<file path="src/rtl/req_encoder_serial_pkg.sv">
// Shared types and constants for the serial request encoder.
// Scan state encoding and priority-order selectors.
package enc_pkg;

   typedef enum logic [0:0] {
      IDLE = 1'b0,
      SCAN = 1'b1
   } state_e;

   localparam int MODE_LSB_FIRST = 0;
   localparam int MODE_MSB_FIRST = 1;

endpackage

</file>
<file path="src/rtl/req_encoder_serial_prio_enc.sv">
// Combinational find-first-set over an N-bit vector.
// Reports the lowest or highest set bit depending on MODE; an empty vector yields idx 0.
module prio_enc
   import enc_pkg::*;
#(
   parameter int N    = 8,
   parameter int MODE = MODE_LSB_FIRST,
   localparam int W   = $clog2(N)
) (
   input  logic [N-1:0] vec,
   output logic [W-1:0] idx,
   output logic         found
);

   // Scan order is chosen so that the last matching bit visited is the winner.
   always_comb begin
      idx   = {W{1'b0}};
      found = 1'b0;
      if (MODE == MODE_MSB_FIRST) begin
         for (int i = 0; i < N; i++) begin
            idx   = vec[i] ? W'(i) : idx;
            found = found | vec[i];
         end
      end else begin
         for (int i = N - 1; i >= 0; i--) begin
            idx   = vec[i] ? W'(i) : idx;
            found = found | vec[i];
         end
      end
   end

endmodule

</file>
<file path="src/rtl/req_encoder_serial.sv">
// Serialising request encoder: latches an N-bit request vector and streams the index
// of every set bit, one per valid/ready beat, flagging all-zero and multi-hot vectors.
module req_encoder_serial
   import enc_pkg::*;
#(
   parameter int N    = 8,
   parameter int MODE = MODE_LSB_FIRST,
   localparam int W   = $clog2(N)
) (
   input  logic         clk,
   input  logic         rst_n,
   input  logic         en,
   input  logic         in_valid,
   output logic         in_ready,
   input  logic [N-1:0] in_vec,
   output logic         out_valid,
   input  logic         out_ready,
   output logic [W-1:0] out_idx,
   output logic         out_last,
   output logic         out_zero,
   output logic         out_multi
);

   localparam logic [N-1:0] ONE = {{(N-1){1'b0}}, 1'b1};

   state_e         state_r, state_nxt_s;
   logic [N-1:0]   pend_r, pend_nxt_s;
   logic           zero_r, zero_nxt_s;
   logic           multi_r, multi_nxt_s;
   logic [W-1:0]   idx_s;
   logic           found_s;
   logic           scan_s;
   logic           last_s;
   logic           accept_s;
   logic [N-1:0]   mask_s;

   prio_enc #(.N(N), .MODE(MODE)) u_prio (
      .vec   (pend_r),
      .idx   (idx_s),
      .found (found_s)
   );

   // x & (x-1) drops the lowest set bit, so it is zero exactly when at most one bit is set.
   assign scan_s   = (state_r == SCAN);
   assign last_s   = ~|(pend_r & (pend_r - ONE));
   assign accept_s = in_valid & in_ready;
   assign mask_s   = found_s ? (ONE << idx_s) : {N{1'b0}};

   assign in_ready  = rst_n & en & (state_r == IDLE);
   assign out_valid = scan_s;
   assign out_idx   = idx_s;
   assign out_last  = scan_s & last_s;
   assign out_zero  = scan_s & zero_r;
   assign out_multi = scan_s & multi_r;

   // Next-state: latch on acceptance, retire one bit per output handshake.
   always_comb begin
      state_nxt_s = state_r;
      pend_nxt_s  = pend_r;
      zero_nxt_s  = zero_r;
      multi_nxt_s = multi_r;
      case (state_r)
         IDLE: begin
            if (accept_s) begin
               state_nxt_s = SCAN;
               pend_nxt_s  = in_vec;
               zero_nxt_s  = ~|in_vec;
               multi_nxt_s = |(in_vec & (in_vec - ONE));
            end else begin
               state_nxt_s = IDLE;
            end
         end
         SCAN: begin
            if (out_ready) begin
               pend_nxt_s  = pend_r & ~mask_s;
               state_nxt_s = last_s ? IDLE : SCAN;
            end else begin
               state_nxt_s = SCAN;
            end
         end
         default: begin
            state_nxt_s = IDLE;
            pend_nxt_s  = {N{1'b0}};
            zero_nxt_s  = 1'b0;
            multi_nxt_s = 1'b0;
         end
      endcase
   end

   // State, pending-bit and flag registers.
   always_ff @(posedge clk or negedge rst_n) begin
      if (!rst_n) begin
         state_r <= IDLE;
         pend_r  <= {N{1'b0}};
         zero_r  <= 1'b0;
         multi_r <= 1'b0;
      end else begin
         state_r <= state_nxt_s;
         pend_r  <= pend_nxt_s;
         zero_r  <= zero_nxt_s;
         multi_r <= multi_nxt_s;
      end
   end

endmodule
</file>
<file path="config.mk">
export PLATFORM = sky130hd
export DESIGN_NAME = req_encoder_serial
export DESIGN_NICKNAME = d
export VERILOG_FILES = /design/src/rtl/req_encoder_serial_pkg.sv /design/src/rtl/req_encoder_serial_prio_enc.sv /design/src/rtl/req_encoder_serial.sv
export SDC_FILE = /design/constraint.sdc
export NUM_CORES = 1
export LEC_CHECK = 0
export ABC_AREA = 1
export CAP_MARGIN = 20
export CORE_ASPECT_RATIO = 1.25
export CORE_MARGIN = 2
export CORE_UTILIZATION = 28
export DETAILED_ROUTE_END_ITERATION = 16
export GPL_ROUTABILITY_DRIVEN = 0
export GPL_TIMING_DRIVEN = 0
export SYNTH_ARGS = -nofsm -noshare
export SYNTH_HDL_FRONTEND = slang
export SYNTH_SLANG_ARGS = --single-unit
</file>
<file path="constraint.sdc">
create_clock -name clk -period 1.15 [get_ports clk]
set_input_delay 0.1725 -clock clk [delete_from_list [all_inputs] [get_ports clk]]
set_output_delay 0.1725 -clock clk [all_outputs]
set_load 0.02 [all_outputs]
</file>
==> results of run 1 <==
==> cell usage after synthesis (2+ instances only) <==
cell type   n  area (sq um)
nand2_2     2          12.5
nand2_1    45           169
inv_1      19          71.3
nand3_1     9          45.0
o21ai_1     8          40.0
nand4_1     2          12.5
nor2_1      8          30.0
inv_2       5          18.8
a21oi_1     3          15.0
o21ai_0     8          40.0
nor2_2      2          12.5
o22ai_1     2          12.5
dfrtp_1    11           275
==> path summary, 6_finish.rpt <==
| check | startpoint | to | slack, ns |
|---|---|---|---|
| setup / recovery | pend_r[1]$_DFFE_PN0P_ | out_last | -0.51 |
| hold / removal | rst_n | out_valid$_DFF_PN0_ | 0.40 |
| setup reg to reg | out_valid$_DFF_PN0_ | multi_r$_DFFE_PN0P_ | -0.21 |
| hold reg to reg | zero_r$_DFFE_PN0P_ | zero_r$_DFFE_PN0P_ | 0.56 |
| max in group asynchronous | rst_n | out_valid$_DFF_PN0_ | 0.09 |
| min in group asynchronous | rst_n | pend_r[1]$_DFFE_PN0P_ | 0.64 |
==> flip-flops by register name, summed over array words and instances (netlist names) <==
register	flops
zero_r	1
pend_r	8
out_valid	1
multi_r	1
==> cell families after synthesis <==
logic type             share of synthesized area
AOI/OAI and AO/OA                          0.145
DFF                                        0.329
and+or+nand+nor                            0.398
buffers and inverters                      0.127
==> worst max-delay path, cell delays in order, from the launching register on <==
cell and delay, ns:
dfrtp_1 0.43, nor2_4 0.19, nand2_2 0.10, nand2_2 0.07, inv_2 0.04, nor2_4 0.11, nand2_2 0.07, nor2_4 0.08
buf_6 0.12
==> area by class of cell <==
class,count,area [sq um]
repair buffers,40,369
fillers,304,1510
well taps,36,45.0
inverters,24,95.1
flip-flops and latches,11,280
multi-input cells,96,551
clock buffers,4,26.3
plain buffers,1,11.3
==> timing repair <==
action | 4_1_cts | 5_1_grt
endpoints found under the setup margin | 19 | 18
pin swaps | 10 | 14
hold endpoints to repair | 11 | 0
setup buffers | 13 | 5
resized for setup | 68 | 23
hold buffers | 1 | 0
cloned | 1 | 0
==> power groups by stage <==
| stage | clock network (mW) | logic, mW | registers [mW] |
|---|---|---|---|
| floorplan | 0 | 1.21 | 0.707 |
| global placement | 0 | 1.78 | 0.719 |
| detailed placement | 0 | 1.80 | 0.728 |
| CTS | 0.282 | 2.32 | 0.729 |
| global route | 0.297 | 2.89 | 0.764 |
| finish | 0.278 | 2.65 | 0.739 |
==> metrics by stage <==
stage                     power [mW]  std cells  setup TNS [ns]  hold slack, ns  setup slack [ns]
after floorplan                 1.92        133          -0.160          -0.123           -0.0896
after global placement          2.50        189          -11.55           0.486            -0.927
after detailed placement        2.53        189          -11.89           0.488            -0.958
after CTS                       3.33        208           -3.37           0.395            -0.513
after global routing            3.96        212           -4.56           0.426            -0.589
final                           3.67        212           -3.38           0.399            -0.507
==> routing by layer <==
metal	up-vias	routed length (microns)	track usage	part of all wire
met5	-	0	0	0
met4	0	6	0.0481	0.0024
met3	2	111	0.0161	0.044
met2	22	1440	0.295	0.57
met1	478	973	0.177	0.38
li1	512	-	-	-
==> results.md, run 1 <==
* Combinational power share at 0.723
* Slew Viols, Final at 0
* DRT iter0 DRCs at 16
* GR Overflow Total at 0
* Starting density of the core at 0.289
* R2R depth at 10
* Switching share of power at 0.479
* Syn_nets at 146
* Clk_skew at 0.000873 ns
* GRT Total Usage at 0.156
* Via count at 1014
* Period utilization at 1.44
* Row count at 22
* Core ar. at 0.00289 sq mm
* Int Power at 1.91 mW
* Layout Cell Area excl Fill at 0.00138 sq mm
* Syn avg cell area at 6.28 sq um
* Diodes inserted at 0
* Pwr Density at 2660 mW/mm^2
* Final core occ at 0.477
* Max-cap violations at 0
* Prevailing post-synth register cell: dfrtp_1
* Endpoint class of the critical path: output port
* Final WS setup at -0.507 ns
* Sequential share of power at 0.201
* Worst vdd ir at 1.47 mV
* Unique masters post-synth at 22
* Root Driver: clkbuf_4
* Violated checks: negative setup slack
* Dpl cell area at 0.00110 sq mm
* Die ar. at 0.00344 sq mm
* Mapped Cells at 133
* Tmin final at 1.66 ns
* Largest net degree at the start of global routing at 12
* Most frequent cells in the layout: nand2_1, buf_4
* Chip width at 52.9 microns
* Ports at 21
* DRT antenna net count at 0
* Worst-path clk slew at 0.08 ns
* DRC at 0
* Rel. slew slack at 0.600
* Post-Syn Area at 836 sq um
* #FFs+latches synth at 11
* Clk sinks at 11
* Vias in the first global route at 968
* Setup violators final at 18
* Hold path cells at 3
* H-tree levels at 1
* Synthesis warning total at 0
* WL/cell at 12.0 microns
* Initial antenna violation count at 0
* CP Data Required Time at 0.98 ns
* Crit-path max FO at 4
* First-pass GRT wire length at 4060 microns
* Hold Vio Cnt, Final at 0
* Sequential area share after synthesis at 0.329
* Number of flops mapped to enable cells by yosys at 0
* Hold Crit Class: primary input to register
* Asr flop ratio synth at 1.00
* WL final at 2540 microns
* CTS Buffer Depth at 2
* Status: finished, violations left
* Max Fclk at 604 MHz
* Clk Latency, worst-skew pair at 0.27 ns
* Crit Path Class: register to output port
* Fin nets at 190
* PortBufs at 20
* Clk pwr share at 0.076
* Worst slew pin tran at 0.598 ns
* Die Ht at 65.1 microns
* Worst EP arrival at 1.48 ns
* DR vias/cell at 4.78
* Layout area overhead at 64.8%
* Layout cells sized above 1 at 0.426
* Startpoint types: register
* CTS buffer count at 3
* Unrepaired setup endpoints after global routing: true
* Leakage at 0.682 nW
* CTS tree: yes
* DRT Pass-1 Iters at 4
* HPWL after DPL at 1740 microns
* Leading cell type in the layout, fill and taps excluded: nand2_1
* P_sw at 1.76 mW
Power figures use the tool's default switching activity.
==> run 2: changes to the inputs <==
- clock period: 1.15 -> 1.4 ns (I/O delays scaled with it)
==> results.md, run 2 (synthesized netlist as in run 1, its figures left out) <==
* Reg with most FFs: pend_r
* Endpoint, Worst Hold: out_valid$_DFF_PN0_
* Pwr Density at 2400 mW/mm^2
* Max-cap violations at 0
* Hold Vio Cnt, Final at 0
* Slowest stage delay, CP at 0.43 ns
* FF-to-FF setup slack at -0.29 ns
* Switching share of power at 0.447
* Fin nets at 191
* Root Driver: clkbuf_4
* Worst-path clk slew at 0.07 ns
* DRT Pass-1 Iters at 4
* CTS tree: yes
* P_sw at 1.41 mW
* CP cell instances: nor2_4 > nand2_2 > nand2_2 > inv_2 > nor2_4 > nand2_1 > nor2_1 > buf_4
* Row count at 22
* Worst vdd ir at 0.921 mV
* CP max stage cell: dfrtp_1
* Most frequent cells in the layout: nand2_1, buf_4, inv_1
* DRT antenna net count at 0
* Period utilization at 1.24
* Final WS setup at -0.329 ns
* Clk pwr share at 0.072
* Worst hold slack at 0.413 ns
* Worst EP arrival at 1.52 ns
* DRC at 0
* HPWL after DPL at 1740 microns
* Crit Path Class: register to output port
* Setup TNS at -1.11 ns
* Die Ht at 65.1 microns
* Pre-CTS WS at -0.752 ns
* Via count at 977
* Crit-path max FO at 5
* Die ar. at 0.00344 sq mm
* Rel. slew slack at 0.631
* First-pass GRT wire length at 4220 microns
* Chip width at 52.9 microns
* Clk Latency, worst-skew pair at 0.28 ns
* Hold path cells at 3
* Leakage at 0.687 nW
* Combinational power share at 0.732
* Dpl cell area at 0.00108 sq mm
* Endpoint class of the critical path: output port
* CTS buffer count at 3
* Unrepaired setup endpoints after global routing: true
* WL/cell at 11.5 microns
* CTS Buffer Depth at 2
* Sequential share of power at 0.195
* Crit path buffers/inverters at 2
* PortBufs at 20
* Diodes inserted at 0
* Hold Crit Class: primary input to register
* DRT iter0 DRCs at 9
* GRT Total Usage at 0.164
* Delay-heaviest family, CP: simple AND/OR/NAND/NOR gates
* Layout area overhead at 57.3%
* Reg-to-reg startpoint: pend_r[3]$_DFFE_PN0P_
* Total power at 3.15 mW
* Core ar. at 0.00289 sq mm
* Clk_skew at 0.00137 ns
* Worst slew pin tran at 0.551 ns
* WL final at 2460 microns
* Worst reg2reg endpoint: out_valid$_DFF_PN0_
* Status: finished, violations left
* Vias in the first global route at 973
* Int Power at 1.74 mW
* CP Data Required Time at 1.19 ns
* Startpoint types: register
* R2R depth at 14
* Violated checks: negative setup slack
* Setup violators final at 5
* Leading cell type in the layout, fill and taps excluded: nand2_1
* Max Fclk at 578 MHz
* GR Overflow Total at 0
* Starting density of the core at 0.289
* Tmin final at 1.73 ns
* Clk sinks at 11
* Layout cells sized above 1 at 0.316
* Slew Viols, Final at 0
* Ports at 21
* Initial antenna violation count at 0
* DR vias/cell at 4.59
* Worst Hold Launch: rst_n
* Max reg flops at 8
* Largest net degree at the start of global routing at 12
* H-tree levels at 1
* Layout Cell Area excl Fill at 0.00132 sq mm
-- run 2: changes by cell type in the layout (fill, tap and decap cells not counted), sizes merged --
cell and delta:
buf +1, dlymetal6s2s +1, clkdlybuf4s15 -1
-- run 2: worst register-to-register path: cells and delay by family, from the launching register on --
family	cells	cell delay, ns
buffers and inverters	7	0.55
AND/OR/NAND/NOR	7	0.61
flip-flops	1	0.43
-- run 2: worst max path at each step --
| stage | from | to | cells after the start |
|---|---|---|---|
| 3_5_place_dp | rst_n | in_ready | 4 |
| 6_report | pend_r[3]$_DFFE_PN0P_ | out_last | 8 |
| 5_1_grt | pend_r[3]$_DFFE_PN0P_ | out_last | 8 |
| 2_1_floorplan | pend_r[0]$_DFFE_PN0P_ | out_last | 7 |
| 3_3_place_gp | rst_n | in_ready | 4 |
| 4_1_cts | pend_r[2]$_DFFE_PN0P_ | out_last | 8 |
-- run 2: cell type report --
type | instances | area [sq um]
buffer | 2 | 22.5
inverter | 24 | 92.6
sequential | 11 | 280
tap | 36 | 45.0
fill | 306 | 1580
clock buffer | 4 | 26.3
timing repair buffer | 40 | 354
multi-input combinational | 96 | 494
-- run 2: what timing repair did --
item / 4_1_cts / 5_1_grt
setup endpoints to repair: 18 / 6
setup buffers: 14 / 6
resized for setup: 52 / 15
pin swaps: 4 / 7
hold buffers: 1 / 0
endpoints found under the hold margin: 11 / 0
-- run 2: routing by layer --
| metal | up-vias | track usage | share of wire |
|---|---|---|---|
| li1 | 509 | - | - |
| met4 | 0 | 0.0769 | 0.017 |
| met5 | - | 0 | 0 |
| met3 | 4 | 0.0161 | 0.034 |
| met1 | 444 | 0.179 | 0.40 |
| met2 | 20 | 0.305 | 0.55 |
-- run 2: stage by stage --
step                      std cells   util
after global routing            213  0.455
after CTS                       208  0.431
after global placement          189  0.374
after floorplan                 133      -
after detailed placement        189  0.374
final                           213  0.455
-- run 2: power by group through the flow --
stage	Clock [mW]	Sequential (mW)	Combinational, mW
2_1_floorplan	0	0.571	0.948
3_3_place_gp	0	0.581	1.41
3_5_place_dp	0	0.587	1.42
4_1_cts	0.235	0.596	1.98
5_1_grt	0.243	0.638	2.54
6_report	0.228	0.616	2.31
==> run 3: changes to the inputs <==
- CTS_CLUSTER_DIAMETER: unset -> 100
==> results of run 3 <==
The final DEF is identical to that of run 2; final timing and power are the same.
==> patch 1, RTL diff (config.mk and constraints of run 3) <==
`N` is set to 8 in 2 places; all go to 4.
--- a/src/rtl/req_encoder_serial_prio_enc.sv
+++ b/src/rtl/req_encoder_serial_prio_enc.sv
@@ -4,5 +4,5 @@
    import enc_pkg::*;
 #(
-   parameter int N    = 8,
+   parameter int N    = 4,
    parameter int MODE = MODE_LSB_FIRST,
    localparam int W   = $clog2(N)
--- a/src/rtl/req_encoder_serial.sv
+++ b/src/rtl/req_encoder_serial.sv
@@ -4,5 +4,5 @@
    import enc_pkg::*;
 #(
-   parameter int N    = 8,
+   parameter int N    = 4,
    parameter int MODE = MODE_LSB_FIRST,
    localparam int W   = $clog2(N)
Ports: changed (resized in_vec and out_idx); port bits go from 21 to 16. The function was not compared with the original's and may differ.
==> patch 1 against run 3 <==
Final cell count shrank 50%. Area after synthesis shrank 45%. Utilization shrank 3.5 points. Wire length shrank 61%. Hold slack lost 0.41 ns. Sequential cell count shrank 4. Power shrank 64%. Design area shrank 50%. Clock power shrank 18%. First-iteration DRC count shrank 22%. Worst setup slack gained 0.35 ns. Largest cell class unchanged. Highest routed layer is now met3.
==> patch 1: results (changes against run 3) <==
* Outcome: finished, final reports clean
* Crit-path slowest cell: dfrtp_1
* Main combinational cell family by area after synthesis: simple AND/OR/NAND/NOR gates
* Number of buffers added on ports at 15 (-25%)
* Ranking of synthesized cells by area: dfrtp_1 38%, nand2_1 21%, o21ai_0 7.6%
* Sequential area share after synthesis at 0.381 (+0.0521)
* Post-synthesis mux area share at 0 (unchanged)
* Clock Tree Buf Depth at 2 (unchanged)
* Adder-cell share of the synthesized area at 0 (unchanged)
* Syn nets at 76 (-48%)
* Clock skew at 0.00928 ns (+0.00791 ns)
* TritonCTS buffer count at 3 (unchanged)
* R2R setup slack at 0.29 ns (+0.58 ns)
* Unique masters post-synth at 13 (-41%)
* Worst relative slew slack at 0.699 (+0.0679)
* Clk slew on worst S/H paths at around 0.06 ns
* Detail Placement HPWL at 728 µm (-58%)
* Commonest cells in the netlist: 26 x nand2_1, 8 x inv_1, 7 x dfrtp_1, 7 x nor2_1, 7 x o21ai_0
* Initial antenna violation count at 0 (unchanged)
* Total GRT Usage at 0.114 (-0.0503)
* Vias in the first global route at 391 (-60%)
* Yosys Warn Count at 0 (unchanged)
* CTS Root Cell: clkbuf_4
* Nets@finish at 99 (-48%)
* Data arrival, critical path at 1.17 ns (-0.35 ns)
* Largest register FFs at 4 (-4)
* Placed inst area at 632 µm² (-42%)
* Detailed Route WL at 964 µm (-61%)
* Layout cells sized above 1 at 0.225 (-0.0917)
* Leak at 0.358 nW (-48%)
* First-pass GRT wire length at 1.53 mm (-64%)
* Vias per cell at 4.27 (-6.9%)
* Filler cells at 164 (-46%)
* H-tree Lvls at 1 (unchanged)
* Asr flop ratio synth at 1.00 (unchanged)
* Via Count at 457 (-53%)
* # placed instances at 100 (-47%)
* Maximum vdd drop at 538 µV (-42%)
* Top FF cell, synth: dfrtp_1
* CP max FO at 5 (unchanged)
* Iter 0 DRT Violations at 7 (-2)
* Synth Area in XOR/XNOR at 0 (unchanged)
* Biggest register: pend_r
* Largest net degree at the start of global routing at 10 (-2)
* Synth Area in Compound Gates at 0.0981 (-0.0471)
* Synthesized area per cell at 6.85 µm² (+9.1%)
* CP peak stage delay at 0.42 ns
* Top Family by Delay on Critical Path: flip-flops
* First-pass detailed-route iteration total at 4 (unchanged)
* Number of diodes at 0 (unchanged)
* HP Class: input pin to asynchronous set/reset pin
* Worst skew pair latency at 0.25 ns (-0.03 ns)
-- patch 1: changes by cell type after synthesis, sizes merged, moves of 4 or more --
| cell | run 3 | this run |
|---|---|---|
| o21ai | 16 | 7 |
| dfrtp | 11 | 7 |
| nor2 | 11 | 7 |
| nand2 | 47 | 28 |
| nand3 | 9 | 4 |
| inv | 24 | 10 |
-- patch 1: report_power, final --
part | switching (mW) | leakage (nW) | internal (mW) | total, mW
registers | 0.0710 | 0.0900 | 0.272 | 0.343
clock network | 0.0768 | 0.0150 | 0.109 | 0.186
logic | 0.336 | 0.253 | 0.258 | 0.594
total | 0.483 | 0.358 | 0.639 | 1.12
-- patch 1: cells by family (layout without fill, tap and decap cells) --
family	Yosys count	count (layout)
AO/OA/AOI/OAI	9	9
AND/OR/NAND/NOR	40	40
buffers and inverters	11	33
flip-flops	7	7
-- patch 1: through the flow --
step / setup slack [ns] / power (mW) / hold WS [ns] / util
5_1_grt: -0.0378 / 1.22 / 0.0436 / 0.420
3_3_place_gp: -0.584 / 0.919 / 0.473 / 0.405
3_5_place_dp: -0.592 / 0.923 / 0.472 / 0.405
4_1_cts: 0.00238 / 1.09 / 0.00894 / 0.415
6_report: 0.0247 / 1.12 / 0.00278 / 0.420
2_1_floorplan: 0.194 / 0.704 / -0.0856 / -
-- patch 1: path summary, 6_finish.rpt --
path / startpoint / to / cells past startpoint
worst min register to register: multi_r / multi_r / 2
worst max register to register: out_valid / pend_r[3] / 7
min in group clk: multi_r / multi_r / 2
worst min-delay path: rst_n / pend_r[2] / 1
max in group asynchronous: rst_n / pend_r[1] / 1
worst max-delay path: pend_r[2] / out_last / 4
-- patch 1: area by class of cell --
class,instances,area (µm²),share of cell area
plain buffers,1,11.3,0.0172
clock buffers,4,26.3,0.0401
inverters,10,45.0,0.0687
multi-input cells,49,233,0.355
flip-flops and latches,7,175,0.267
well taps,18,22.5,0.0344
repair buffers,18,143,0.218
-- patch 1: layer usage --
metal	up-vias	part of all wire	track usage
met2	13	0.48	0.153
met4	0	0	0.100
met5	-	0	0
met3	0	0.060	0.0137
li1	251	-	-
met1	193	0.46	0.150
-- patch 1: repair_timing --
action,4_1_cts,5_1_grt
pin swaps,0,3
setup buffers,1,2
cloned,0,0
endpoints found under the hold margin,0,0
setup endpoints to repair,7,5
resized for setup,19,8
==> patch 2, RTL diff (settings of run 3) <==
Made on the original files. Reset style: synchronous (`rst_n`), changed in one clocked block.
--- a/src/rtl/req_encoder_serial.sv
+++ b/src/rtl/req_encoder_serial.sv
@@ -89,5 +89,5 @@
 
    // State, pending-bit and flag registers.
-   always_ff @(posedge clk or negedge rst_n) begin
+   always_ff @(posedge clk) begin
       if (!rst_n) begin
          state_r <= IDLE;
Function: differs if rst_n is asserted again (counterexample within 4 cycles, from zero or initial values and one cycle with rst_n low); with rst_n held inactive, the same outputs for 10 cycles.
==> patch 2 against run 3 <==
The flow still finishes with violations (setup timing). First-iteration DRC count rose to 3.1 times the old value. Worst setup slack improved by 0.18 ns. Maximum frequency grew 12%. Area after synthesis fell by 2.4%. Wire length down 5.3%. Sequential cell count is the same. Utilization decreased by 2.4 points. Critical endpoint unchanged. Design area fell by 10%.
Power is left out: it rests on default switching activity, and per cell area and clock period it moved more than threefold.
==> patch 2: results (changes against run 3) <==
* Syn nets at 153 (+4.8%)
* Layout cells sized above 1 at 0.262 (-0.0545)
* Detail Placement HPWL at 1.80 mm (+3.3%)
* First-pass GRT wire length at 4.15 mm (-1.6%)
* CP max FO at 6 (+1)
* Measured slew at the worst slew-check pin at 0.263 ns (-0.288 ns)
* Failing checks: setup timing
* Final setup vio count at 2 (-3)
* Asr flop ratio synth at 0 (-1.00)
* R2R setup slack at 0.22 ns (+0.51 ns)
* Dpl ws at -0.565 ns (+0.186 ns)
* Via Count at 944 (-3.4%)
* Clock skew at 0.00605 ns (+0.00467 ns)
* Outcome: finished, violations left
* Placed inst area at 1060 µm² (-1.6%)
* Iter 0 DRT Violations at 28 (+19)
* Reg2Reg Depth at 7 (-7)
* Largest net degree at the start of global routing at 11 (-1)
* Ranking of synthesized cells by area: dfxtp_1 27%, nand2_1 23%, inv_1 8.3%
* Setup tns final at -0.169 ns (+0.946 ns)
* Min setup slack post-route at -0.145 ns (+0.184 ns)
* Vias in the first global route at 1,009 (+3.7%)
* Total GRT Usage at 0.161 (-0.00282)
* Sequential area share after synthesis at 0.270 (-0.0594)
* DR WL/cell at 11.5 µm (-0.13%)
patch 2: worst max-delay path, cell delays in order, from the launching register on:
cell,delay [ns]
dfxtp_4,0.37
inv_1,0.10
nand2_1,0.08
a21boi_2,0.16
nand3_2,0.10
nor3_2,0.10
buf_4,0.16
patch 2: path summary, 6_finish.rpt:
| check | startpoint | endpoint |
|---|---|---|
| setup / recovery | pend_r[7] | out_last |
| hold / removal | rst_n | multi_r |
| setup reg to reg | out_valid | pend_r[3] |
| hold reg to reg | zero_r | zero_r |
patch 2: final cells by class:
class	instances	area (µm²)
clock buffer	4	26.3
sequential	11	240
multi-input combinational	109	567
fill	314	1550
tap	34	42.5
inverter	19	78.8
buffer	1	11.3
timing repair buffer	24	213
patch 2: cells by family (layout without fill, tap and decap cells):
family          after synthesis  after routing  synth area share
buf+inv                      20             48             0.107
compound gates               28             28             0.192
simple gates                 81             81             0.431
flops                        11             11             0.270
patch 2: timing repair:
action / CTS / global route
pin swaps: 4 / 6
resized for setup: 50 / 17
setup buffers: 4 / 0
endpoints found under the setup margin: 9 / 6
patch 2: through the flow:
| step | hold slack, ns | cells | utilization |
|---|---|---|---|
| after floorplan | 0.333 | 140 | - |
| after global placement | 0.459 | 194 | 0.389 |
| after detailed placement | 0.461 | 194 | 0.389 |
| after CTS | 0.420 | 202 | 0.420 |
| after global routing | 0.440 | 202 | 0.431 |
| final | 0.414 | 202 | 0.431 |
patch 2: metal layers:
| metal | routed length, µm | part of all wire | up-vias | track usage |
|---|---|---|---|---|
| met5 | 0 | 0 | - | 0 |
| met4 | 51 | 0.022 | 0 | 0.0673 |
| met3 | 103 | 0.044 | 4 | 0.0187 |
| met2 | 1230 | 0.53 | 22 | 0.298 |
| met1 | 948 | 0.41 | 417 | 0.177 |
| li1 | - | - | 501 | - |
